$ cat src/rtl/regfile_pkg.sv
// Shared definitions for the register-file writeback scheduler: register
// geometry and the encoding used for the writeback grant.
package regfile_pkg;

    localparam int AW    = 3;
    localparam int DW    = 16;
    localparam int NREGS = 2 ** AW;

    // Index of each requester in the one-hot grant vector; also the value
    // stored in the arbiter's last-grant register.
    typedef enum logic {
        GNT_ALU = 1'b0,
        GNT_MEM = 1'b1
    } gnt_e;

endpackage

$ cat src/rtl/wb_rr_arbiter.sv
// Two-requester writeback arbiter (ALU, MEM) with one-hot zero-latency grant.
// RR_EN=1 alternates on contention; RR_EN=0 always favours MEM.
module wb_rr_arbiter
    import regfile_pkg::*;
#(
    parameter bit RR_EN = 1'b1
) (
    input  logic       clk,
    input  logic       rst,
    input  logic       req_alu,
    input  logic       req_mem,
    output logic [1:0] gnt
);

    gnt_e last_grant_q;
    gnt_e last_grant_d;

    // Grant selection and last-grant bookkeeping; last grant moves only when someone is granted
    always_comb begin
        gnt          = 2'b00;
        last_grant_d = last_grant_q;
        if (req_alu && req_mem) begin
            if (RR_EN && (last_grant_q == GNT_MEM)) begin
                gnt[GNT_ALU] = 1'b1;
            end else begin
                gnt[GNT_MEM] = 1'b1;
            end
        end else if (req_alu) begin
            gnt[GNT_ALU] = 1'b1;
        end else if (req_mem) begin
            gnt[GNT_MEM] = 1'b1;
        end
        if (gnt[GNT_ALU]) begin
            last_grant_d = GNT_ALU;
        end else if (gnt[GNT_MEM]) begin
            last_grant_d = GNT_MEM;
        end
    end

    // Last-grant register; reset value makes MEM win the first contention under RR
    always_ff @(posedge clk or posedge rst) begin
        if (rst) begin
            last_grant_q <= GNT_ALU;
        end else begin
            last_grant_q <= last_grant_d;
        end
    end

endmodule

$ cat src/rtl/regfile_wb_scoreboard.sv
// Issue scoreboard and writeback-port scheduler in front of the 8x16 register
// file. Stalls issue on RAW/WAW hazards against in-flight destinations and
// shares the single write port between the ALU and the load unit.
module regfile_wb_scoreboard #(
    parameter int AW    = regfile_pkg::AW,
    parameter int DW    = regfile_pkg::DW,
    parameter bit RR_EN = 1'b1
) (
    input  logic              clk,
    input  logic              rst,
    input  logic              issue_valid,
    input  logic [AW-1:0]     issue_rs0,
    input  logic [AW-1:0]     issue_rs1,
    input  logic [AW-1:0]     issue_rd,
    input  logic              issue_wen,
    output logic              issue_stall,
    output logic              issue_fire,
    input  logic              alu_valid,
    input  logic [AW-1:0]     alu_waddr,
    input  logic [DW-1:0]     alu_wdata,
    output logic              alu_ready,
    input  logic              mem_valid,
    input  logic [AW-1:0]     mem_waddr,
    input  logic [DW-1:0]     mem_wdata,
    output logic              mem_ready,
    output logic              rf_wen,
    output logic [AW-1:0]     rf_waddr,
    output logic [DW-1:0]     rf_wdata,
    output logic [2**AW-1:0]  busy_vec,
    output logic              wb_err
);

    localparam int NREGS = 2 ** AW;

    logic [NREGS-1:0] busy_q;
    logic [NREGS-1:0] busy_d;
    logic             wb_err_q;
    logic             wb_err_d;
    logic [1:0]       gnt;
    logic             wb_grant;
    logic             wb_nonzero;

    wb_rr_arbiter #(
        .RR_EN (RR_EN)
    ) u_arb (
        .clk     (clk),
        .rst     (rst),
        .req_alu (alu_valid),
        .req_mem (mem_valid),
        .gnt     (gnt)
    );

    // Hazard check from registered busy bits only; a release in this cycle is seen next cycle
    always_comb begin
        issue_stall = issue_valid &
                      (busy_q[issue_rs0] | busy_q[issue_rs1] | (issue_wen & busy_q[issue_rd]));
        issue_fire  = issue_valid & ~issue_stall;
    end

    // Write-port mux of the granted request; r0 writes complete the handshake but never write
    always_comb begin
        alu_ready  = gnt[regfile_pkg::GNT_ALU];
        mem_ready  = gnt[regfile_pkg::GNT_MEM];
        wb_grant   = alu_ready | mem_ready;
        rf_waddr   = mem_ready ? mem_waddr : alu_waddr;
        rf_wdata   = mem_ready ? mem_wdata : alu_wdata;
        wb_nonzero = wb_grant & (rf_waddr != '0);
        rf_wen     = wb_nonzero;
    end

    // Scoreboard update: release on writeback, set on issue; WAW stall keeps them on different regs
    always_comb begin
        busy_d   = busy_q;
        wb_err_d = wb_err_q;
        if (wb_nonzero) begin
            busy_d[rf_waddr] = 1'b0;
            if (!busy_q[rf_waddr]) begin
                wb_err_d = 1'b1;
            end
        end
        if (issue_fire && issue_wen && (issue_rd != '0)) begin
            busy_d[issue_rd] = 1'b1;
        end
        busy_d[0] = 1'b0;
    end

    // Scoreboard and sticky error registers; reset drops all in-flight state
    always_ff @(posedge clk or posedge rst) begin
        if (rst) begin
            busy_q   <= '0;
            wb_err_q <= 1'b0;
        end else begin
            busy_q   <= busy_d;
            wb_err_q <= wb_err_d;
        end
    end

    assign busy_vec = busy_q;
    assign wb_err   = wb_err_q;

endmodule

$ cat config.mk
export PLATFORM = sky130hd
export DESIGN_NAME = regfile_wb_scoreboard
export DESIGN_NICKNAME = d
export VERILOG_FILES = /design/src/rtl/regfile_pkg.sv /design/src/rtl/wb_rr_arbiter.sv /design/src/rtl/regfile_wb_scoreboard.sv
export SDC_FILE = /design/constraint.sdc
export NUM_CORES = 1
export LEC_CHECK = 0
export BUFFER_PORTS_ARGS = -buffer_cell sky130_fd_sc_hd__buf_4
export CAP_MARGIN = 20
export CORE_MARGIN = 1.5
export CORE_UTILIZATION = 40
export CTS_CLUSTER_DIAMETER = 120
export DETAILED_ROUTE_END_ITERATION = 7
export PLACE_DENSITY = 0.78
export SYNTH_ARGS = -nofsm -noshare
export SYNTH_HDL_FRONTEND = slang
export SYNTH_SLANG_ARGS = --single-unit
$ cat constraint.sdc
create_clock -name clk -period 2.15 [get_ports clk]
set_clock_uncertainty 0.1 [all_clocks]
set_input_delay 0.215 -clock clk [delete_from_list [all_inputs] [get_ports clk]]
set_output_delay 0.215 -clock clk [all_outputs]
set_load 0.01 [all_outputs]
### Yosys cells after proc, flatten, opt, wreduce, memory -nomap -nowiden

Cells that the tools add are included.

| storage, ports and cells | value |
|---|---|
| flip-flop bits (word level) | 9 |
| input bits | 53 |
| logic and storage cells | 54 |

| operators by class | value |
|---|---|
| bitwise operators | 12 |
| multiplexer cells | 24 |
| reduce and logical (&&, ||, !) cells | 9 |
| magnitude comparators | 6 |

Operator list:

| kind | count |
|---|---|
| 3-bit by 4-bit less-than comparator with 1-bit output (second input constant) | 4 |
| 16-bit two-way mux | 1 |
| 8-bit two-way mux | 2 |
| 1-bit two-way mux | 13 |
| 1-bit binary-select mux with 3-bit select | 4 |
| 8-bit AND | 1 |
| 8-bit NOT | 1 |
| 8-bit OR | 1 |
| 1-bit demux with 3-bit select | 2 |
| 3-bit by 1-bit greater-or-equal comparator with 1-bit output (second input constant) | 2 |
| 3-bit nonzero test | 2 |
| 1-bit logical AND | 5 |
| 1-bit AND | 4 |
| 3-bit two-way mux | 1 |
| 1-bit OR | 3 |
| 2-bit two-way mux | 1 |
| 1-bit NOT | 2 |
| 2-bit AND reduction | 1 |
| 2-bit nonzero test | 1 |

### Depth between registers and ports, before layout

Gate-level depths: netlist (run 1).

| logic depth | value |
|---|---|
| depth in word-level cells | 13 |
| gate-level depth with buffers | 6 |

### Hierarchy

Synthesis (run 1) repeated with hierarchy kept, for this count alone.

| second synthesis, totals | value |
|---|---|
| cells, all modules | 121 |
| area total of the unflattened synthesis | 1,069.8 sq um |

Modules (own cells, without submodules):

| module | sequential area each (sq um) | cells an instance | area an instance (sq um) | times used |
|---|---|---|---|---|
| regfile_wb_scoreboard | 200.2 | 114 | 1,013.5 | 1 |
| wb_rr_arbiter | 25.0 | 7 | 56.3 | 1 |

### Worst setup path before layout (run 1)

OpenSTA, ideal clock, no wires.

| timing path | value |
|---|---|
| path kind | reg-to-output |
| start | reg busy_q[4], in the netlist busy_vec[4] |
| end | out issue_fire |
| data arrival time | 1,568 ps |
| stages on the path, launching flop included | 5 |
| path buffers | 0 |
| data required time | 1,835 ps |
| path slack | 267 ps |
| cells stage by stage | dfrtp_1 > mux2_2 > a221o_1 > and3_1 > nor3b_1 |

| on the way | value |
|---|---|
| cells in the longest elaborated chain, start to end | 7 |
| elaborated cells on any way between the ends | 12 |
| those cells by class | mux: 6; bitwise: 6 |

RTL lines:

| element | RTL line | RTL |
|---|---|---|
| start, declared | regfile_wb_scoreboard.sv:35 | `logic [NREGS-1:0] busy_q;` |
| start signal, assigned | regfile_wb_scoreboard.sv:93 | `busy_q <= busy_d;` |
| 1-bit binary-select mux with 3-bit select | regfile_wb_scoreboard.sv:56 | `(busy_q[issue_rs0] \| busy_q[issue_rs1] \| (issue_wen & busy_q[issue_rd]));` |
| 1-bit two-way mux (implied by the code) | regfile_wb_scoreboard.sv:56 |  |
| 1-bit OR or 1-bit AND (tied branches) | regfile_wb_scoreboard.sv:56 |  |
| 1-bit OR * | regfile_wb_scoreboard.sv:56 |  |
| 1-bit AND * | regfile_wb_scoreboard.sv:55 | `issue_stall = issue_valid &` |
| 1-bit NOT * | regfile_wb_scoreboard.sv:57 | `issue_fire = issue_valid & ~issue_stall;` |
| 1-bit AND * | regfile_wb_scoreboard.sv:57 |  |
| end, declared | regfile_wb_scoreboard.sv:17 | `output logic issue_fire,` |

Every way passes the cells marked *; elsewhere a longest branch is shown, timed or not. The select of a mux whose other input is x is not followed.

### Final worst setup path (run 1)

| timing path | value |
|---|---|
| start | reg u_arb.last_grant_q |
| end | out rf_wen |

| on the way | value |
|---|---|
| cells in the longest elaborated chain, start to end | 5 |
| elaborated cells on any way between the ends | 7 |
| those cells by class | mux: 4; bitwise: 2; reduce/logical: 1 |

RTL lines:

| element | RTL line | RTL |
|---|---|---|
| start, declared | wb_rr_arbiter.sv:15 | `gnt_e last_grant_q;` |
| start signal, assigned | wb_rr_arbiter.sv:45 | `last_grant_q <= last_grant_d;` |
| 1-bit two-way mux | wb_rr_arbiter.sv:23 | `if (RR_EN && (last_grant_q == GNT_MEM)) begin` |
| 2-bit two-way mux * | wb_rr_arbiter.sv:22 | `if (req_alu && req_mem) begin` |
| 3-bit two-way mux | regfile_wb_scoreboard.sv:65 | `rf_waddr = mem_ready ? mem_waddr : alu_waddr;` |
| 3-bit nonzero test | regfile_wb_scoreboard.sv:67 | `wb_nonzero = wb_grant & (rf_waddr != '0);` |
| 1-bit AND * | regfile_wb_scoreboard.sv:67 |  |
| end, declared | regfile_wb_scoreboard.sv:26 | `output logic rf_wen,` |

Every way passes the cells marked *; elsewhere a longest branch is shown, timed or not.

==> reports/summary.txt, run 1 <==
status = finished with violations
failing checks = setup timing
gr usage total = 29.1%
Hold Path Class = input port to flip-flop
TritonCTS clock tree = yes
fin util = 80.5%
Detailed Place HPWL = 3160 µm
syn_nets = 170
Peak Freq = 462 MHz
final WL = 4700 µm
post-synthesis area per instance = 9.36 µm²
vias in the first global route = 1498
drt drc = 0
CP Data Required Time = 1.84 ns
max incr delay on CP = 0.42 ns
Synth Cell Area = 1090 µm²
DRT Pass-1 Iters = 4
post-synthesis sequential area ratio = 20.6%
site row count = 18
number of synthesized flops with an enable pin = 0
clk root buf = clkbuf_4
most frequent cells in the layout = buf_4 (106), mux2_2 (19), mux2i_1 (10)
worst skew pair latency = 0.27 ns
peak supply drop = 0.732 mV
Post-synth top flop = dfrtp_1
RSZ-0062 raised after global routing = yes
Die Span Y = 55.3 µm
global-route wire length before repair = 7100 µm
Post-synth ARST share = 100%
final worst slack = -0.0163 ns
initial core utilization = 43.4%
Yosys warnings = 0
# IOs = 86
Cell variety after synth = 39
Port Buffers = 84
area grow syn2layout = 85.4%
DR vias = 1488
Final ANT Viol Nets = 0
commonest non-fill, non-tap cell in the layout = buf_4
die area = 3060 µm²
Seq cells post-synth = 9
Core ar. = 2520 µm²
worst path buffer plus inverter count = 1
Worst setup EP type = output port
Final Cycle Share = 101%
layout cells sized above 1 = 67.1%
setup TNS = -0.0325 ns
count of final setup violators = 2
crit path DAT = 1.85 ns
Design Power = 1.29 mW
Die Span X = 55.3 µm
GR Overflow Total = 0
ant diodes = 0
Slew Viols, Final = 0
maximum clock path buffer count = 2
initial antenna violation count = 0
cell at the slowest stage of the critical path = dfrtp_1
Max H-tree Level = 1
gpl congestion = 0.844
vias per cell = 5.84
Clock Pin Slew Worst Setup and Hold Paths = 0.06 ns
Max Cap Viol = 0
leakage = 0.997 nW
Crit Path Class = flip-flop to output port
crit-path cells = a21boi_4, mux2_4, o32a_1, buf_4
crit-path max FO = 5
Gate Count Post-Synth = 117
fin nets = 279
pin count of the biggest net entering global routing = 18
Crit path max-delay family = compound AO/OA/AOI/OAI gates
Final Hold Viols = 0
Worst Hold Slack = 0.0866 ns
P per Cell Area = 636 nW/µm²
clk sink count = 9
number of CTS-inserted buffers = 3
crit path time final = 2.17 ns
Avg WL per Cell = 18.4 µm
Worst Setup Start Kind = flip-flop
Starting DRT DRC Count = 89
[report_power, final]
group	switching [mW]	internal (mW)
combinational	0.390	0.496
sequential	0.0497	0.221
clock	0.0651	0.0689
total	0.505	0.785
[worst register-to-register path: stages (launching register included)]
cell and delay [ns]:
dfrtp_1 0.42, a21boi_4 0.29, mux2_4 0.35, buf_4 0.14, buf_4 0.14, mux2_2 0.27
a221oi_2 0.23
[cell usage after synthesis, drive strengths merged, types with 3 or more instances]
master	n	area [µm²]
nand3	5	25.0
dfrtp	9	225
o41ai	5	43.8
buf	4	22.5
nand2b	3	26.3
mux4	3	67.6
inv	7	26.3
mux2i	11	110
nor2b	3	18.8
nand2	9	33.8
o21ai	7	35.0
mux2	20	225
o31ai	4	30.0
[repair_timing]
item                                    in CTS  in global routing
hold endpoints to repair                     9                  0
pin swaps                                    2                  6
setup buffers                               15                  8
hold buffers                                 1                  0
resized for setup                           11                 10
endpoints found under the setup margin       3                  3
[cell families (layout without fill, tap and decap cells)]
| kind of cell | after synthesis | count (layout) | synth area share, % |
|---|---|---|---|
| muxes | 34 | 34 | 36.8 |
| and+or+nand+nor | 32 | 32 | 17.5 |
| AOI/OAI and AO/OA | 28 | 28 | 19.7 |
| buffers and inverters | 13 | 121 | 5.14 |
| DFF | 9 | 9 | 20.6 |
| other | 1 | 1 | 0.343 |
[layer usage]
| metal | share of wire [%] | routed length [µm] | GRT usage (%) | up-vias |
|---|---|---|---|---|
| met5 | 0 | 0 | 0 | - |
| met4 | 4.1 | 191 | 13.6 | 0 |
| met3 | 9.2 | 431 | 9.13 | 22 |
| met2 | 51 | 2380 | 48.6 | 100 |
| met1 | 36 | 1700 | 33.7 | 693 |
| li1 | - | - | - | 673 |
[sequential cells by signal (all words and copies together), names as in the netlist]
register,flops
wb_err,1
u_arb.last_grant_q,1
busy_vec,7
[area by class of cell]
type / instances / area (µm²)
Clock buffer: 3 / 22.5
Clock inverter: 1 / 5.00
Fill cell: 166 / 493
Inverter: 7 / 26.3
Multi-Input combinational cell: 95 / 861
Sequential cell: 9 / 234
Tap cell: 30 / 37.5
Timing Repair Buffer: 110 / 843
[through the flow]
stage          worst slack [ns]  cells  instance area (µm²)
2_1_floorplan             0.267    117                 1090
3_3_place_gp              0.208    227                 1750
3_5_place_dp              0.146    227                 1750
4_1_cts                 0.00355    247                 1930
5_1_grt                  -0.102    255                 2030
6_report                -0.0163    255                 2030
[final timing paths]
check                                               startpoint                              to  slack (ns)  cells past startpoint
worst max-delay path            u_arb.last_grant_q$_DFFE_PP0P_                          rf_wen       -0.02                      4
worst min register to register              wb_err$_DFFE_PP0P_              wb_err$_DFFE_PP0P_        0.49                      2
min in group asynchronous                                  rst  u_arb.last_grant_q$_DFFE_PP0P_        0.37                      3
max in group asynchronous                                  rst           busy_vec[5]$_DFF_PP0_        1.31                      3
worst max register to register  u_arb.last_grant_q$_DFFE_PP0P_              wb_err$_DFFE_PP0P_        0.10                      6
worst min-delay path                               issue_rd[0]           busy_vec[2]$_DFF_PP0_        0.09                      2
Power figures use the tool's default switching activity.
==> run 2, diff against run 1 <==
--- a/config.mk
+++ b/config.mk
@@ -5,13 +5,14 @@
 export SDC_FILE = /design/constraint.sdc
 export NUM_CORES = 1
 export LEC_CHECK = 0
+export ABC_AREA = 1
 export BUFFER_PORTS_ARGS = -buffer_cell sky130_fd_sc_hd__buf_4
 export CAP_MARGIN = 20
 export CORE_MARGIN = 1.5
 export CORE_UTILIZATION = 40
 export CTS_CLUSTER_DIAMETER = 120
 export DETAILED_ROUTE_END_ITERATION = 7
-export PLACE_DENSITY = 0.78
+export PLACE_DENSITY = 0.77
 export SYNTH_ARGS = -nofsm -noshare
 export SYNTH_HDL_FRONTEND = slang
 export SYNTH_SLANG_ARGS = --single-unit
==> reports/summary.txt, run 2 <==
Seq cells post-synth = 9 (unchanged)
final WL = 3540 µm (was 4700 µm)
post-synthesis sequential area ratio = 19.8% (was 20.6%)
Peak Freq = 503 MHz (was 462 MHz)
drt drc = 0 (unchanged)
Starting DRT DRC Count = 107 (was 89)
crit path time final = 1.99 ns (was 2.17 ns)
Largest register FFs = 7 (unchanged)
setup TNS = 0 ns (was -0.0325 ns)
worst path buffer plus inverter count = 3 (was 1)
GR Overflow Total = 0 (unchanged)
clk sink count = 9 (unchanged)
number of synthesized flops with an enable pin = 0 (unchanged)
count of final setup violators = 0 (was 2)
DR vias = 1526 (was 1488)
Multi-input gate area = 776 µm² (was 861 µm²)
area grow syn2layout = 59.4% (was 85.4%)
Internal Power = 0.481 mW (was 0.785 mW)
Clock Pin Slew Worst Setup and Hold Paths = 0.07 ns (was 0.06 ns)
layout cells sized above 1 = 37.5% (was 67.1%)
P per Cell Area = 448 nW/µm² (was 636 nW/µm²)
Die Span Y = 56.3 µm (was 55.3 µm)
worst skew pair latency = 0.27 ns (about the same)
RSZ-0062 raised after global routing = no (was yes)
top post-synthesis cells by area = nand2_1 (30%), dfrtp_1 (20%), nand3_1 (7.0%), nand4_1 (6.6%), inv_1 (6.3%) (was dfrtp_1 (21%), mux2_2 (21%), mux2i_1 (10%), mux4_2 (6.2%), o41ai_1 (4.0%))
Worst Setup Start Kind = flip-flop (unchanged)
gr usage total = 22.8% (was 29.1%)
Switching Fraction = 40.7% (was 39.1%)
most frequent cell after synthesis = nand2_1 (was mux2_2)
Psw = 0.330 mW (was 0.505 mW)
Die Span X = 56.3 µm (was 55.3 µm)
Post-synth top flop = dfrtp_1 (unchanged)
Crit Path Class = flip-flop to output port (unchanged)
max incr delay on CP = 0.33 ns (was 0.42 ns)
syn_nets = 254 (was 170)
Core ar. = 2730 µm² (was 2520 µm²)
Reg power frac = 29.2% (was 21.0%)
Crit path max-delay family = simple AND/OR/NAND/NOR gates (was compound AO/OA/AOI/OAI gates)
most frequent cells in the layout = nand2_1 (90), buf_4 (85), inv_1 (19) (was buf_4 (106), mux2_2 (19), mux2i_1 (10))
Final Hold Viols = 0 (unchanged)
Register Area = 225 µm² (was 234 µm²)
Final ANT Viol Nets = 0 (unchanged)
TritonCTS clock tree = yes (unchanged)
most frequent CP cell = nand2_1
Port Buffers = 84 (unchanged)
Worst setup EP type = output port (unchanged)
Slew Viols, Final = 0 (unchanged)
Max H-tree Level = 1 (unchanged)
number of CTS-inserted buffers = 3 (unchanged)
Detailed Place HPWL = 2870 µm (was 3160 µm)
cts repair resizes = 0 (was 11)
Final Cycle Share = 92.4% (was 101%)
fin area = 1810 µm² (was 2030 µm²)
global-route wire length before repair = 5860 µm (was 7100 µm)
gpl congestion = 0.859 (was 0.844)
crit path DAT = 1.67 ns (was 1.85 ns)
# IOs = 86 (unchanged)
Cell variety after synth = 28 (was 39)
Avg WL per Cell = 11.2 µm (was 18.4 µm)
die area = 3170 µm² (was 3060 µm²)
initial antenna violation count = 0 (unchanged)
most frequent cells after synthesis = nand2_1 (90), inv_1 (19), nand3_1 (16) (was mux2_2 (20), mux2i_1 (11), dfrtp_1 (9), nand2_1 (9), inv_1 (7))
peak supply drop = 0.460 mV (was 0.732 mV)
Synth Cell Area = 1140 µm² (was 1090 µm²)
Hold Path Class = input port to flip-flop (unchanged)
Clk pwr share = 16.3% (was 10.4%)
post-synthesis area per instance = 5.65 µm² (was 9.36 µm²)
combinational share of power = 54.5% (was 68.7%)
commonest non-fill, non-tap cell in the layout = nand2_1 (was buf_4)
cell at the slowest stage of the critical path = dfrtp_1 (unchanged)
Post-synth ARST share = 100% (unchanged)
Max Cap Viol = 0 (unchanged)
leakage = 1.05 nW (was 0.997 nW)
Fillers = 278 (was 166)
vias per cell = 4.83 (was 5.84)
crit-path max FO = 18 (was 5)
maximum clock path buffer count = 2 (unchanged)
leading area contributor after synthesis = nand2_1 (was dfrtp_1)
initial core utilization = 41.6% (was 43.4%)
status = finished, final reports clean (was finished with violations)
top-area cell type share of the netlist area = 29.7% (was 20.6%)
fin util = 66.2% (was 80.5%)
clk root buf = clkbuf_4 (unchanged)
DRT Pass-1 Iters = 4 (unchanged)
site row count = 19 (was 18)
Yosys warnings = 0 (unchanged)
DP Area = 1770 µm² (was 1750 µm²)
vias in the first global route = 1327 (was 1498)
CP Data Required Time = 1.84 ns (about the same)
Gate Count Post-Synth = 201 (was 117)
pin count of the biggest net entering global routing = 19 (was 18)
crit-path cells = nand2_1, nand2_4, inv_4, or2_4, o21ai_4, nand3_2, nand2_1, inv_2, buf_4 (was a21boi_4, mux2_4, o32a_1, buf_4)
fin nets = 339 (was 279)
ant diodes = 0 (unchanged)
## run 2: changes by cell type after synthesis, moves of 5 or more
| cell | delta |
|---|---|
| nor3_1 | +5 |
| inv_1 | +12 |
| nor2_1 | +5 |
| o41ai_1 | -5 |
| mux2_2 | -20 |
| mux2i_1 | -11 |
| o21ai_1 | +7 |
| nand3_1 | +11 |
| nand2_1 | +81 |
| inv_2 | +5 |
| nand4_1 | +12 |
## run 2: path summary, 6_finish.rpt
path | start | end | slack, ns | cells after the start
worst max-delay path | u_arb.last_grant_q$_DFFE_PP0P_ | rf_wen | 0.16 | 9
worst max register to register | u_arb.last_grant_q$_DFFE_PP0P_ | wb_err$_DFFE_PP0P_ | 0.40 | 11
worst min-delay path | issue_valid | busy_vec[2]$_DFF_PP0_ | 0.14 | 3
worst min register to register | wb_err$_DFFE_PP0P_ | wb_err$_DFFE_PP0P_ | 0.40 | 2
max in group asynchronous | rst | busy_vec[5]$_DFF_PP0_ | 1.31 | 3
min in group asynchronous | rst | wb_err$_DFFE_PP0P_ | 0.37 | 3
## run 2: per-layer routing
layer	wire [µm]	global-route usage (%)
met4	26	5.78
met1	1640	32.2
met5	0	0
met2	1680	35.6
met3	193	4.38
## run 2: kinds of logic (layout without fill, tap and decap cells)
logic type / after synthesis / after routing / share of synthesized area, %
buffers and inverters: 31 / 115 / 11.9
flip-flops: 9 / 9 / 19.8
AO/OA/AOI/OAI: 22 / 22 / 13.7
other: 1 / 1 / 0.330
AND/OR/NAND/NOR: 138 / 138 / 54.3
## run 2: cell type report
type / instances / area share, %
Tap cell: 31 / 2.14
Sequential cell: 9 / 12.4
Clock buffer: 4 / 1.45
Multi-Input combinational cell: 161 / 42.8
Timing Repair Buffer: 86 / 35.8
Inverter: 25 / 5.32
## run 2: power groups by stage
stage / Clock [mW] / Sequential, mW / Combinational (mW)
floorplan: 0 / 0.234 / 0.224
global placement: 0 / 0.239 / 0.440
detailed placement: 0 / 0.239 / 0.441
CTS: 0.134 / 0.236 / 0.444
global route: 0.148 / 0.240 / 0.493
finish: 0.132 / 0.237 / 0.442
## run 2: through the flow
step | instances | setup slack (ns) | power, mW | hold WS [ns]
final | 316 | 0.163 | 0.811 | 0.144
after global routing | 316 | 0.0193 | 0.881 | 0.163
after CTS | 316 | 0.143 | 0.814 | 0.146
after detailed placement | 311 | 0.395 | 0.681 | 0.0980
after global placement | 311 | 0.435 | 0.679 | 0.0991
after floorplan | 201 | 0.681 | 0.458 | -0.0571
## run 2: worst reg2reg max path, cell delays in order (launching register included)
cell,delay (ns)
dfrtp_1,0.37
nand2_1,0.10
nand2_4,0.15
buf_4,0.23
o21ai_4,0.29
nand2_2,0.07
nand2_1,0.07
nand2_1,0.04
nand2_1,0.07
nand2_1,0.06
nand3_1,0.06
nand2_1,0.05
## run 2: what timing repair did
item                                   CTS  global route
endpoints found under the hold margin    9             0
setup buffers                            0             0
hold buffers                             1             0
==> run 3, diff against run 2 <==
--- a/config.mk
+++ b/config.mk
@@ -12,7 +12,7 @@
 export CORE_UTILIZATION = 40
 export CTS_CLUSTER_DIAMETER = 120
 export DETAILED_ROUTE_END_ITERATION = 7
-export PLACE_DENSITY = 0.77
+export PLACE_DENSITY = 0.82
 export SYNTH_ARGS = -nofsm -noshare
 export SYNTH_HDL_FRONTEND = slang
 export SYNTH_SLANG_ARGS = --single-unit
==> reports/summary.txt, run 3 (synthesis results as in run 2) <==
gpl congestion = 0.882 (was 0.859)
Final Cycle Share = 92.8% (was 92.4%)
vias in the first global route = 1389 (was 1327)
DR vias = 1536 (was 1526)
P per Cell Area = 445 nW/µm² (was 448 nW/µm²)
Largest register FFs = 7 (unchanged)
RSZ-0062 raised after global routing = no (unchanged)
setup repair bufs after CTS = 0 (unchanged)
TritonCTS clock tree = yes (unchanged)
ant diodes = 0 (unchanged)
Avg WL per Cell = 11.3 µm (was 11.2 µm)
setup TNS = 0 ns (unchanged)
Final ANT Viol Nets = 0 (unchanged)
Peak Freq = 501 MHz (was 503 MHz)
crit-path max FO = 18 (unchanged)
Die Span X = 56.3 µm (unchanged)
pin count of the biggest net entering global routing = 19 (unchanged)
Core ar. = 2730 µm² (unchanged)
clk sink count = 9 (unchanged)
crit path time final = 2.00 ns (was 1.99 ns)
commonest non-fill, non-tap cell in the layout = nand2_1 (unchanged)
Max Cap Viol = 0 (unchanged)
DRT Pass-1 Iters = 4 (unchanged)
vias per cell = 4.85 (was 4.83)
Starting DRT DRC Count = 81 (was 107)
final WL = 3570 µm (was 3540 µm)
initial core utilization = 41.6% (unchanged)
status = finished, final reports clean (unchanged)
number of CTS-inserted buffers = 3 (unchanged)
# IOs = 86 (unchanged)
site row count = 19 (unchanged)
die area = 3170 µm² (unchanged)
maximum clock path buffer count = 2 (unchanged)
crit path DAT = 1.68 ns (was 1.67 ns)
CP Data Required Time = 1.84 ns (about the same)
Hold Path Class = input port to flip-flop (unchanged)
leakage = 1.06 nW (was 1.05 nW)
fin nets = 340 (was 339)
peak supply drop = 0.584 mV (was 0.460 mV)
global-route wire length before repair = 6010 µm (was 5860 µm)
drt drc = 0 (unchanged)
most frequent cells in the layout = nand2_1 (90), buf_4 (86), inv_1 (19) (was nand2_1 (90), buf_4 (85), inv_1 (19))
Clock Pin Slew Worst Setup and Hold Paths = 0.06 ns (was 0.07 ns)
Worst Setup Start Kind = flip-flop (unchanged)
cts repair resizes = 0 (unchanged)
Port Buffers = 84 (unchanged)
area grow syn2layout = 60.0% (was 59.4%)
GR Overflow Total = 0 (unchanged)
final worst slack = 0.154 ns (was 0.163 ns)
Worst setup EP type = output port (unchanged)
FF-to-FF setup slack = 0.51 ns (was 0.40 ns)
gr usage total = 23.1% (was 22.8%)
Die Span Y = 56.3 µm (unchanged)
Detailed Place HPWL = 2880 µm (was 2870 µm)
Crit Path Class = flip-flop to output port (unchanged)
layout cells sized above 1 = 37.8% (was 37.5%)
Slew Viols, Final = 0 (unchanged)
# hold bufs at CTS = 1 (unchanged)
initial antenna violation count = 0 (unchanged)
Final Hold Viols = 0 (unchanged)
worst skew pair latency = 0.26 ns (was 0.27 ns)
Max H-tree Level = 1 (unchanged)
worst slack at placement = 0.431 ns (was 0.395 ns)
count of final setup violators = 0 (unchanged)
clk root buf = clkbuf_4 (unchanged)
==> run 3: worst paths after layout <==
kind	start	endpoint	cells past startpoint
max in group asynchronous	rst	busy_vec[1]$_DFF_PP0_	3
min reg2reg	wb_err$_DFFE_PP0P_	wb_err$_DFFE_PP0P_	2
max reg2reg	u_arb.last_grant_q$_DFFE_PP0P_	busy_vec[4]$_DFF_PP0_	9
min in group asynchronous	rst	u_arb.last_grant_q$_DFFE_PP0P_	3
max	u_arb.last_grant_q$_DFFE_PP0P_	rf_wen	9
min	issue_valid	busy_vec[2]$_DFF_PP0_	3
==> run 3: worst max-delay path: stages, from the launching register on <==
cell     delay (ns)
dfrtp_1        0.34
nand2_1        0.08
nand2_4        0.20
inv_4          0.13
or2_4          0.26
o21ai_4        0.09
nand3_2        0.08
nand2_1        0.08
inv_2          0.04
buf_4          0.13
==> run 3: area by class of cell <==
| type | count | area, µm² |
|---|---|---|
| inverter | 25 | 96.3 |
| sequential | 9 | 225 |
| timing repair buffer | 87 | 656 |
| fill | 253 | 916 |
| tap | 31 | 38.8 |
| clock buffer | 4 | 26.3 |
| multi-input combinational | 161 | 776 |
==> run 3: metal layers <==
layer	GRT usage [%]	up-vias	part of all wire, %
met5	0	-	0
met4	4.08	0	1.9
met3	4.61	6	5.3
met2	38.7	51	47
met1	31.3	660	46
li1	-	819	-
==> run 3: power breakdown <==
| group | switching, mW | leakage, nW | internal [mW] |
|---|---|---|---|
| clock network | 0.0559 | 0.0150 | 0.0713 |
| logic | 0.229 | 0.926 | 0.217 |
| registers | 0.0433 | 0.114 | 0.193 |
| total | 0.328 | 1.06 | 0.482 |
==> run 3: stage by stage <==
step / power [mW] / cells / util [%] / hold WS (ns) / area (µm²)
finish: 0.810 / 317 / 66.5 / 0.165 / 1820
global route: 0.876 / 317 / 66.5 / 0.168 / 1820
CTS: 0.815 / 317 / 66.5 / 0.161 / 1820
detailed placement: 0.684 / 312 / 65.2 / 0.105 / 1780
global placement: 0.680 / 312 / 65.2 / 0.0998 / 1780
floorplan: 0.458 / 201 / - / -0.0571 / 1140
